File: src/rtl/mem_port_arbiter_if.sv
// -----------------------------------------------------------------------------
// mem_port_arbiter_if
//
// Purpose : Groups the requester-side and memory-side signals of the
//           mem_port_arbiter into one bundle.
//
// Signals :
//   Fetch requester  : i_valid, i_addr           (to arbiter)
//                      i_ready                   (from arbiter)
//   Data requester   : d_valid, d_addr, d_wdata,
//                      d_wstrb                   (to arbiter; d_wstrb == 0 means read)
//                      d_ready                   (from arbiter)
//   Shared read data : rdata                     (from arbiter; valid only with a ready)
//   Memory side      : mem_valid, mem_addr, mem_wdata, mem_wstrb (from arbiter)
//                      mem_ready, mem_rdata      (to arbiter)
//
// Modports :
//   slave  - the arbiter's view of the bundle
//   master - the environment's view (requesters and memory model)
// -----------------------------------------------------------------------------
interface mem_port_arbiter_if #(
   parameter int ADDR_WIDTH = 32,
   parameter int DATA_WIDTH = 32
);
   localparam int STRB_WIDTH = DATA_WIDTH / 8;

   // fetch requester
   logic                  i_valid;
   logic [ADDR_WIDTH-1:0] i_addr;
   logic                  i_ready;

   // data requester
   logic                  d_valid;
   logic [ADDR_WIDTH-1:0] d_addr;
   logic [DATA_WIDTH-1:0] d_wdata;
   logic [STRB_WIDTH-1:0] d_wstrb;
   logic                  d_ready;

   // shared read data
   logic [DATA_WIDTH-1:0] rdata;

   // memory side
   logic                  mem_valid;
   logic [ADDR_WIDTH-1:0] mem_addr;
   logic [DATA_WIDTH-1:0] mem_wdata;
   logic [STRB_WIDTH-1:0] mem_wstrb;
   logic                  mem_ready;
   logic [DATA_WIDTH-1:0] mem_rdata;

   modport slave (
      input  i_valid, i_addr,
      input  d_valid, d_addr, d_wdata, d_wstrb,
      input  mem_ready, mem_rdata,
      output i_ready, d_ready, rdata,
      output mem_valid, mem_addr, mem_wdata, mem_wstrb
   );

   modport master (
      output i_valid, i_addr,
      output d_valid, d_addr, d_wdata, d_wstrb,
      output mem_ready, mem_rdata,
      input  i_ready, d_ready, rdata,
      input  mem_valid, mem_addr, mem_wdata, mem_wstrb
   );

endinterface

File: src/rtl/mem_port_arbiter.sv
// -----------------------------------------------------------------------------
// mem_port_arbiter
//
// Purpose : Shares one single-outstanding memory port between an instruction
//           fetch requester and a data (load/store) requester.
//           A three-state FSM (IDLE, GRANT_I, GRANT_D) arbitrates in IDLE,
//           latches the winner's address/data/strobes, and then presents
//           them to memory until mem_ready completes the access. The
//           completion strobe (i_ready or d_ready) is a combinational copy of
//           mem_ready for the granted side, and rdata is mem_rdata passed
//           straight through. Every completion returns to IDLE, so
//           back-to-back accesses always have one idle bubble.
//
// Ports   :
//   clk    - clock, all state updates on the rising edge
//   resetn - synchronous, active-low reset
//   bus    - mem_port_arbiter_if.slave: requester handshakes, shared rdata
//            and the memory-side request/response signals
//
// Parameters :
//   ADDR_WIDTH - address width in bits (must match the interface instance)
//   DATA_WIDTH - data width in bits; strobe width is DATA_WIDTH/8
//
// Configuration macro :
//   MEM_ARB_ROUND_ROBIN_EN - when defined, a simultaneous fetch/data request
//            in IDLE is granted to the side that was NOT served last.
//            When undefined, data always wins a tie (fixed priority);
//            last_grant is still tracked but does not influence arbitration.
// -----------------------------------------------------------------------------
module mem_port_arbiter #(
   parameter int ADDR_WIDTH = 32,
   parameter int DATA_WIDTH = 32
) (
   input  logic                  clk,
   input  logic                  resetn,
   mem_port_arbiter_if.slave     bus
);

   localparam int STRB_WIDTH = DATA_WIDTH / 8;

   typedef enum logic [1:0] {
      IDLE    = 2'd0,
      GRANT_I = 2'd1,
      GRANT_D = 2'd2
   } state_t;

   state_t                state_reg,      state_next;
   logic [ADDR_WIDTH-1:0] addr_reg,       addr_next;
   logic [DATA_WIDTH-1:0] wdata_reg,      wdata_next;
   logic [STRB_WIDTH-1:0] wstrb_reg,      wstrb_next;
   logic                  last_grant_reg, last_grant_next;  // 0 = fetch, 1 = data

   logic                  pick_d;
   logic                  pick_i;
   logic                  i_ready_c;
   logic                  d_ready_c;

   // -------------------------------------------------------------------------
   // Arbitration decision, only consumed while in IDLE.
   // -------------------------------------------------------------------------
   always_comb begin
      pick_d = 1'b0;
`ifdef MEM_ARB_ROUND_ROBIN_EN
      // On a tie, data wins only if fetch was the side served last.
      pick_d = bus.d_valid & (~bus.i_valid | ~last_grant_reg);
`else
      // Fixed priority: data always wins a tie.
      pick_d = bus.d_valid;
`endif
      pick_i = bus.i_valid & ~pick_d;
   end

   // -------------------------------------------------------------------------
   // State and request-copy registers.
   // -------------------------------------------------------------------------
   always_ff @(posedge clk) begin
      if (!resetn) begin
         state_reg      <= IDLE;
         addr_reg       <= '0;
         wdata_reg      <= '0;
         wstrb_reg      <= '0;
         last_grant_reg <= 1'b0;
      end else begin
         state_reg      <= state_next;
         addr_reg       <= addr_next;
         wdata_reg      <= wdata_next;
         wstrb_reg      <= wstrb_next;
         last_grant_reg <= last_grant_next;
      end
   end

   // -------------------------------------------------------------------------
   // Next-state and completion logic.
   // The request copies are loaded only when leaving IDLE, so requesters
   // are free to drop valid or change addr/data while their access is in
   // flight.
   // -------------------------------------------------------------------------
   always_comb begin
      state_next      = state_reg;
      addr_next       = addr_reg;
      wdata_next      = wdata_reg;
      wstrb_next      = wstrb_reg;
      last_grant_next = last_grant_reg;
      i_ready_c       = 1'b0;
      d_ready_c       = 1'b0;

      case (state_reg)
         IDLE: begin
            // mem_ready is deliberately not looked at here.
            if (pick_d) begin
               state_next = GRANT_D;
               addr_next  = bus.d_addr;
               wdata_next = bus.d_wdata;
               wstrb_next = bus.d_wstrb;
            end else if (pick_i) begin
               // A fetch is always a read: zero data and strobes.
               state_next = GRANT_I;
               addr_next  = bus.i_addr;
               wdata_next = '0;
               wstrb_next = '0;
            end
         end

         GRANT_I: begin
            if (bus.mem_ready) begin
               i_ready_c       = 1'b1;
               last_grant_next = 1'b0;
               state_next      = IDLE;
            end
         end

         GRANT_D: begin
            if (bus.mem_ready) begin
               d_ready_c       = 1'b1;
               last_grant_next = 1'b1;
               state_next      = IDLE;
            end
         end

         default: begin
            state_next = IDLE;
         end
      endcase
   end

   // -------------------------------------------------------------------------
   // Outputs. Ready strobes are masked by resetn so that a reset landing
   // mid-grant can never produce a completion pulse, even if memory happens
   // to answer in that same cycle.
   // -------------------------------------------------------------------------
   assign bus.i_ready   = i_ready_c & resetn;
   assign bus.d_ready   = d_ready_c & resetn;
   assign bus.rdata     = bus.mem_rdata;

   assign bus.mem_valid = (state_reg == GRANT_I) || (state_reg == GRANT_D);
   assign bus.mem_addr  = addr_reg;
   assign bus.mem_wdata = wdata_reg;
   assign bus.mem_wstrb = wstrb_reg;

   // The two completion strobes are mutually exclusive by construction.
   a_ready_onehot: assert property (@(posedge clk) !(bus.i_ready && bus.d_ready));

endmodule

File: src/flat_wrapper.sv
// flat-port wrapper written by rule: the top's interface ports become plain ports
module mem_port_arbiter_flat 
#(
   parameter int ADDR_WIDTH = 32,
   parameter int DATA_WIDTH = 32
)
  (clk, resetn, bus_i_valid, bus_i_addr, bus_d_valid, bus_d_addr, bus_d_wdata, bus_d_wstrb, bus_mem_ready, bus_mem_rdata, bus_i_ready, bus_d_ready, bus_rdata, bus_mem_valid, bus_mem_addr, bus_mem_wdata, bus_mem_wstrb);
  mem_port_arbiter_if #(.ADDR_WIDTH(ADDR_WIDTH), .DATA_WIDTH(DATA_WIDTH)) bus_i ();
  input  logic clk;
  input  logic resetn;
  input wire logic [$bits(bus_i.i_valid)-1:0] bus_i_valid;
  input wire logic [$bits(bus_i.i_addr)-1:0] bus_i_addr;
  input wire logic [$bits(bus_i.d_valid)-1:0] bus_d_valid;
  input wire logic [$bits(bus_i.d_addr)-1:0] bus_d_addr;
  input wire logic [$bits(bus_i.d_wdata)-1:0] bus_d_wdata;
  input wire logic [$bits(bus_i.d_wstrb)-1:0] bus_d_wstrb;
  input wire logic [$bits(bus_i.mem_ready)-1:0] bus_mem_ready;
  input wire logic [$bits(bus_i.mem_rdata)-1:0] bus_mem_rdata;
  output wire logic [$bits(bus_i.i_ready)-1:0] bus_i_ready;
  output wire logic [$bits(bus_i.d_ready)-1:0] bus_d_ready;
  output wire logic [$bits(bus_i.rdata)-1:0] bus_rdata;
  output wire logic [$bits(bus_i.mem_valid)-1:0] bus_mem_valid;
  output wire logic [$bits(bus_i.mem_addr)-1:0] bus_mem_addr;
  output wire logic [$bits(bus_i.mem_wdata)-1:0] bus_mem_wdata;
  output wire logic [$bits(bus_i.mem_wstrb)-1:0] bus_mem_wstrb;
  assign bus_i.i_valid = bus_i_valid;
  assign bus_i.i_addr = bus_i_addr;
  assign bus_i.d_valid = bus_d_valid;
  assign bus_i.d_addr = bus_d_addr;
  assign bus_i.d_wdata = bus_d_wdata;
  assign bus_i.d_wstrb = bus_d_wstrb;
  assign bus_i.mem_ready = bus_mem_ready;
  assign bus_i.mem_rdata = bus_mem_rdata;
  assign bus_i_ready = bus_i.i_ready;
  assign bus_d_ready = bus_i.d_ready;
  assign bus_rdata = bus_i.rdata;
  assign bus_mem_valid = bus_i.mem_valid;
  assign bus_mem_addr = bus_i.mem_addr;
  assign bus_mem_wdata = bus_i.mem_wdata;
  assign bus_mem_wstrb = bus_i.mem_wstrb;
  mem_port_arbiter #(.ADDR_WIDTH(ADDR_WIDTH), .DATA_WIDTH(DATA_WIDTH)) u_core (.clk(clk), .resetn(resetn), .bus(bus_i));
endmodule
File: config.mk
export PLATFORM = sky130hd
export DESIGN_NAME = mem_port_arbiter_flat
export DESIGN_NICKNAME = d
export VERILOG_FILES = /design/src/rtl/mem_port_arbiter_if.sv /design/src/rtl/mem_port_arbiter.sv /design/src/flat_wrapper.sv
export SDC_FILE = /design/constraint.sdc
export NUM_CORES = 1
export LEC_CHECK = 0
export ABC_AREA = 1
export BUFFER_PORTS_ARGS = -buffer_cell sky130_fd_sc_hd__buf_2
export CAP_MARGIN = 20
export CORE_MARGIN = 4
export CORE_UTILIZATION = 43
export DETAILED_ROUTE_END_ITERATION = 16
export GPL_ROUTABILITY_DRIVEN = 1
export PLACE_DENSITY_LB_ADDON = 0.1
export SYNTH_ARGS = -nofsm -noshare
export SYNTH_HDL_FRONTEND = slang
export SYNTH_SLANG_ARGS = --single-unit
File: constraint.sdc
create_clock -name clk -period 3.5 [get_ports clk]
set_input_delay 0.7 -clock clk [delete_from_list [all_inputs] [get_ports clk]]
set_output_delay 0.7 -clock clk [all_outputs]
set_load 0.05 [all_outputs]
==> results.txt <==
The flow ran to the end, and the final reports show no timing, DRC or antenna violations. The first detailed-routing pass ran for 4 iterations. The total die area is 8868 um2, and the depth of the critical timing path with buffers and inverters included is 3. The run gives 31 as the number of placement rows. For this design, the CTS-stage hold fixing added 0 buffers.

The via count of the first global-routing pass was 3014; the half-perimeter wire length after detailed placement was 6113 um. Kind of cell adding the most delay to the critical path: flip-flops. The post-synthesis share of cell area spent on xor and xnor gates is 0%.

Using the TritonRoute via totals, the vias-per-cell ratio works out to 4.574. CTS built an H-tree with a depth of 3. Summing the areas of all fa, ha and maj instances in the mapped netlist gives 1.176% of the synthesized area. The initial antenna violation count came out at 0. The path class of the lowest-slack min-delay path was flip-flop to flip-flop. Synthesis inferred 70 register bits. The die extent in y was 94.17 um; the global-route wire length before repair was 13290 um. The cell count after synthesis came out at 455.

The run gives 0.006687 ns as the clock tree skew after final layout. The slew at the pin closest to its max-slew limit is 0.7052 ns, and the area of the mapped netlist is 3193 um2. Summing all non-filler instances in the final layout gives an area of 4001 um2. In the final design database the tool counted 724 nets.

Clock-pin slew was measured on the worst setup and hold paths at 0.08 ns. The average wire per standard cell works out to 12.36 um. The final hold violation count came out at 0. Across the VDD grid, the largest voltage drop is 0.2730 mV. The logs give 52.98% for the max-slew headroom at the worst pin and 0 for the count of synthesis-stage warnings from yosys. For the worst setup path, the data required time is 2.80 ns.

The first routing iteration left 107 violations. The clock period minus worst slack works out to 2.036 ns. After clock tree synthesis, the setup repair step added 0 buffers. Counting both buffers and inverters, the worst setup path holds a total of 2.

Timing would allow up to 491.2 MHz. The number of buffers on the longest clock path is 2. Clock latency on the worst-skew pair, taken at its later pin, is 0.34 ns.

The leakage power total was 2.127 nW; the portion of netlist area occupied by mux cells was 0%. The final critical-path share of the clock period is 58.17%. For the final RePlAce weighted congestion, the log shows 0.7410. By area, the combinational part of the netlist is dominated by simple AND/OR/NAND/NOR gates. The critical path is of the flip-flop to output pin type. Across every metal layer, demand over resource in global routing totals 18.59%. The synthesized netlist devotes 11.13% of its cell area to compound gates. CTS root buffer: sky130_fd_sc_hd__clkbuf_8. The tools report the number of buffers added by the clock tree synthesis step as 9. The core region is 7253 um2. Data arrival time of the worst path: 1.34 ns. The effective utilization at floorplan is 44.02%, and the I/O pin count is 240. The cell depth of the worst min-delay path is 2, and the via count is 3147.

The nature of the critical path startpoint is a flip-flop. In this run the worst path has a maximum fanout of 3. For the largest net degree at the start of global routing, the log shows 69. The count of unique library cells instantiated by Yosys was 19. After detailed routing, the number of remaining DRC violations is 0.

Adding up every negative setup slack in the final design gives 0 ns. Relative to the synthesized area, the layout overhead comes to 25.31%. Setup repair after global routing left no endpoint under its margin. The mean cell area of the mapped netlist came out at 7.018 um2.

Power spread over the standard cell area amounts to 556.2 nW/um2. Of the synthesized area, sequential elements account for 43.89%. From left edge to right edge, the die measures 94.17 um. The number of endpoints failing setup at the final stage was 0; the fraction of synthesized cell area taken by the top area cell type was 43.89%. When the netlist entered floorplanning its net count stood at 595. For this block, the routed nets add up to 8507 um of wire. Port buffering added 175 buffers.

The total overflow left after global routing is 0. The worst setup path is captured at an output pin. Counting cells, the worst reg-to-reg path comes to 7. The post-route antenna net violation count is 0. The biggest area contributor in the post-synthesis netlist is sky130_fd_sc_hd__dfxtp_1. After Yosys synthesis, and, or, nand and nor cells account for 30.25% of the synthesized area. The tool flagged a number of max-cap violations equal to 0. The signal on the critical path passes through inv_1, ha_1, buf_2. The tools report the count of final max-slew check failures as 0. The run gives 0 as the count of antenna diodes in the layout. The clock net in this run drives a total of 70 sinks. TritonCTS built the clock tree. Yosys attributes the largest share of cell area to sky130_fd_sc_hd__dfxtp_1 (44%), sky130_fd_sc_hd__nand2_1 (20%), sky130_fd_sc_hd__buf_4 (8.2%).

In the final layout, the share of cells above drive strength 1 is 35.48%. The placed cell area is 3804 um2, and the delay contributed by the slowest stage of the critical path is 0.37 ns. The largest individual stage delay along the critical path comes from the cell sky130_fd_sc_hd__dfxtp_1.

The number of gates resized after CTS was 0.
## worst min-delay path, cell delays in order, from the launching register on
cell,delay (ns)
sky130_fd_sc_hd__dfxtp_1,0.31
sky130_fd_sc_hd__nand2_1,0.06
sky130_fd_sc_hd__a21oi_1,0.05
## routing by layer
layer	wire length, um	part of all wire [%]	global-route usage, %
met5	0	0	0
met4	219	2.6	8.785
met3	863	10	6.731
met2	3876	46	30.32
met1	3547	42	21.56
## final cells by class
cell class / count / area (um2)
clock buffer: 9 / 123.9
clock inverter: 7 / 73.82
fill: 759 / 3252
inverter: 7 / 28.78
multi-input combinational: 319 / 1359
sequential: 70 / 1401
tap: 99 / 123.9
timing repair buffer: 177 / 890.9
## power by group
group	internal (mW)	total [mW]	leakage (nW)	switching [mW]
clock	0.331	0.644	0.0996	0.312
combinational	0.168	0.669	1.45	0.501
sequential	0.876	0.913	0.578	0.0367
## layout by cell type (no fill, tap or decap), types with 2 or more instances in the layout
master                     count
sky130_fd_sc_hd__dfxtp_1      70
sky130_fd_sc_hd__nand2_1     174
sky130_fd_sc_hd__clkinv_2      2
sky130_fd_sc_hd__nor2_2       10
sky130_fd_sc_hd__buf_4         2
sky130_fd_sc_hd__a21oi_1      39
sky130_fd_sc_hd__inv_2         2
sky130_fd_sc_hd__buf_2       175
sky130_fd_sc_hd__inv_1         4
sky130_fd_sc_hd__clkinv_4      2
sky130_fd_sc_hd__clkbuf_8      9
sky130_fd_sc_hd__o21ai_0      32
sky130_fd_sc_hd__nor2_1       56
sky130_fd_sc_hd__nand2_4       2
sky130_fd_sc_hd__ha_1          3
## path summary, 6_finish.rpt
| path | from | end | slack, ns |
|---|---|---|---|
| hold reg to reg | u_core.bus.mem_wstrb[2] | u_core.bus.mem_wstrb[2] | 0.46 |
| hold / removal | u_core.bus.mem_wstrb[2] | u_core.bus.mem_wstrb[2] | 0.46 |
| setup / recovery | u_core.state_reg[0] | bus_mem_valid | 1.46 |
| setup reg to reg | u_core.state_reg[0] | u_core.bus.mem_wdata[21] | 1.56 |
## cells in the mapped netlist
cell type	n
sky130_fd_sc_hd__inv_2	2
sky130_fd_sc_hd__nand2_2	1
sky130_fd_sc_hd__nand2_4	2
sky130_fd_sc_hd__buf_8	1
sky130_fd_sc_hd__ha_1	3
sky130_fd_sc_hd__buf_4	35
sky130_fd_sc_hd__nand3_1	1
sky130_fd_sc_hd__dfxtp_1	70
sky130_fd_sc_hd__nor2_1	56
sky130_fd_sc_hd__nor2_2	10
sky130_fd_sc_hd__inv_1	4
sky130_fd_sc_hd__a21oi_1	39
sky130_fd_sc_hd__nor2b_1	1
sky130_fd_sc_hd__buf_2	14
sky130_fd_sc_hd__clkbuf_1	6
sky130_fd_sc_hd__inv_4	1
sky130_fd_sc_hd__buf_6	3
sky130_fd_sc_hd__nand2_1	174
sky130_fd_sc_hd__o21ai_0	32
## stage by stage
step                      power, mW  hold WS (ns)  std cells  utilization (%)  setup WS, ns
after floorplan               1.541        0.4868        455                -         1.204
after global placement        1.599        0.4447        672            52.44         1.179
after detailed placement      1.605        0.4501        672            52.44         1.113
after CTS                     2.258        0.4615        688            55.17         1.450
after global routing          2.357        0.4812        688            55.17         1.305
final                         2.226        0.4608        688            55.17         1.464
## cell families after synthesis
kind of cell    after synthesis
simple gates                245
compound gates               71
flops                        70
buf+inv                      66
fa+ha+maj                     3
No activity file was read; power rests on OpenSTA's default activity.
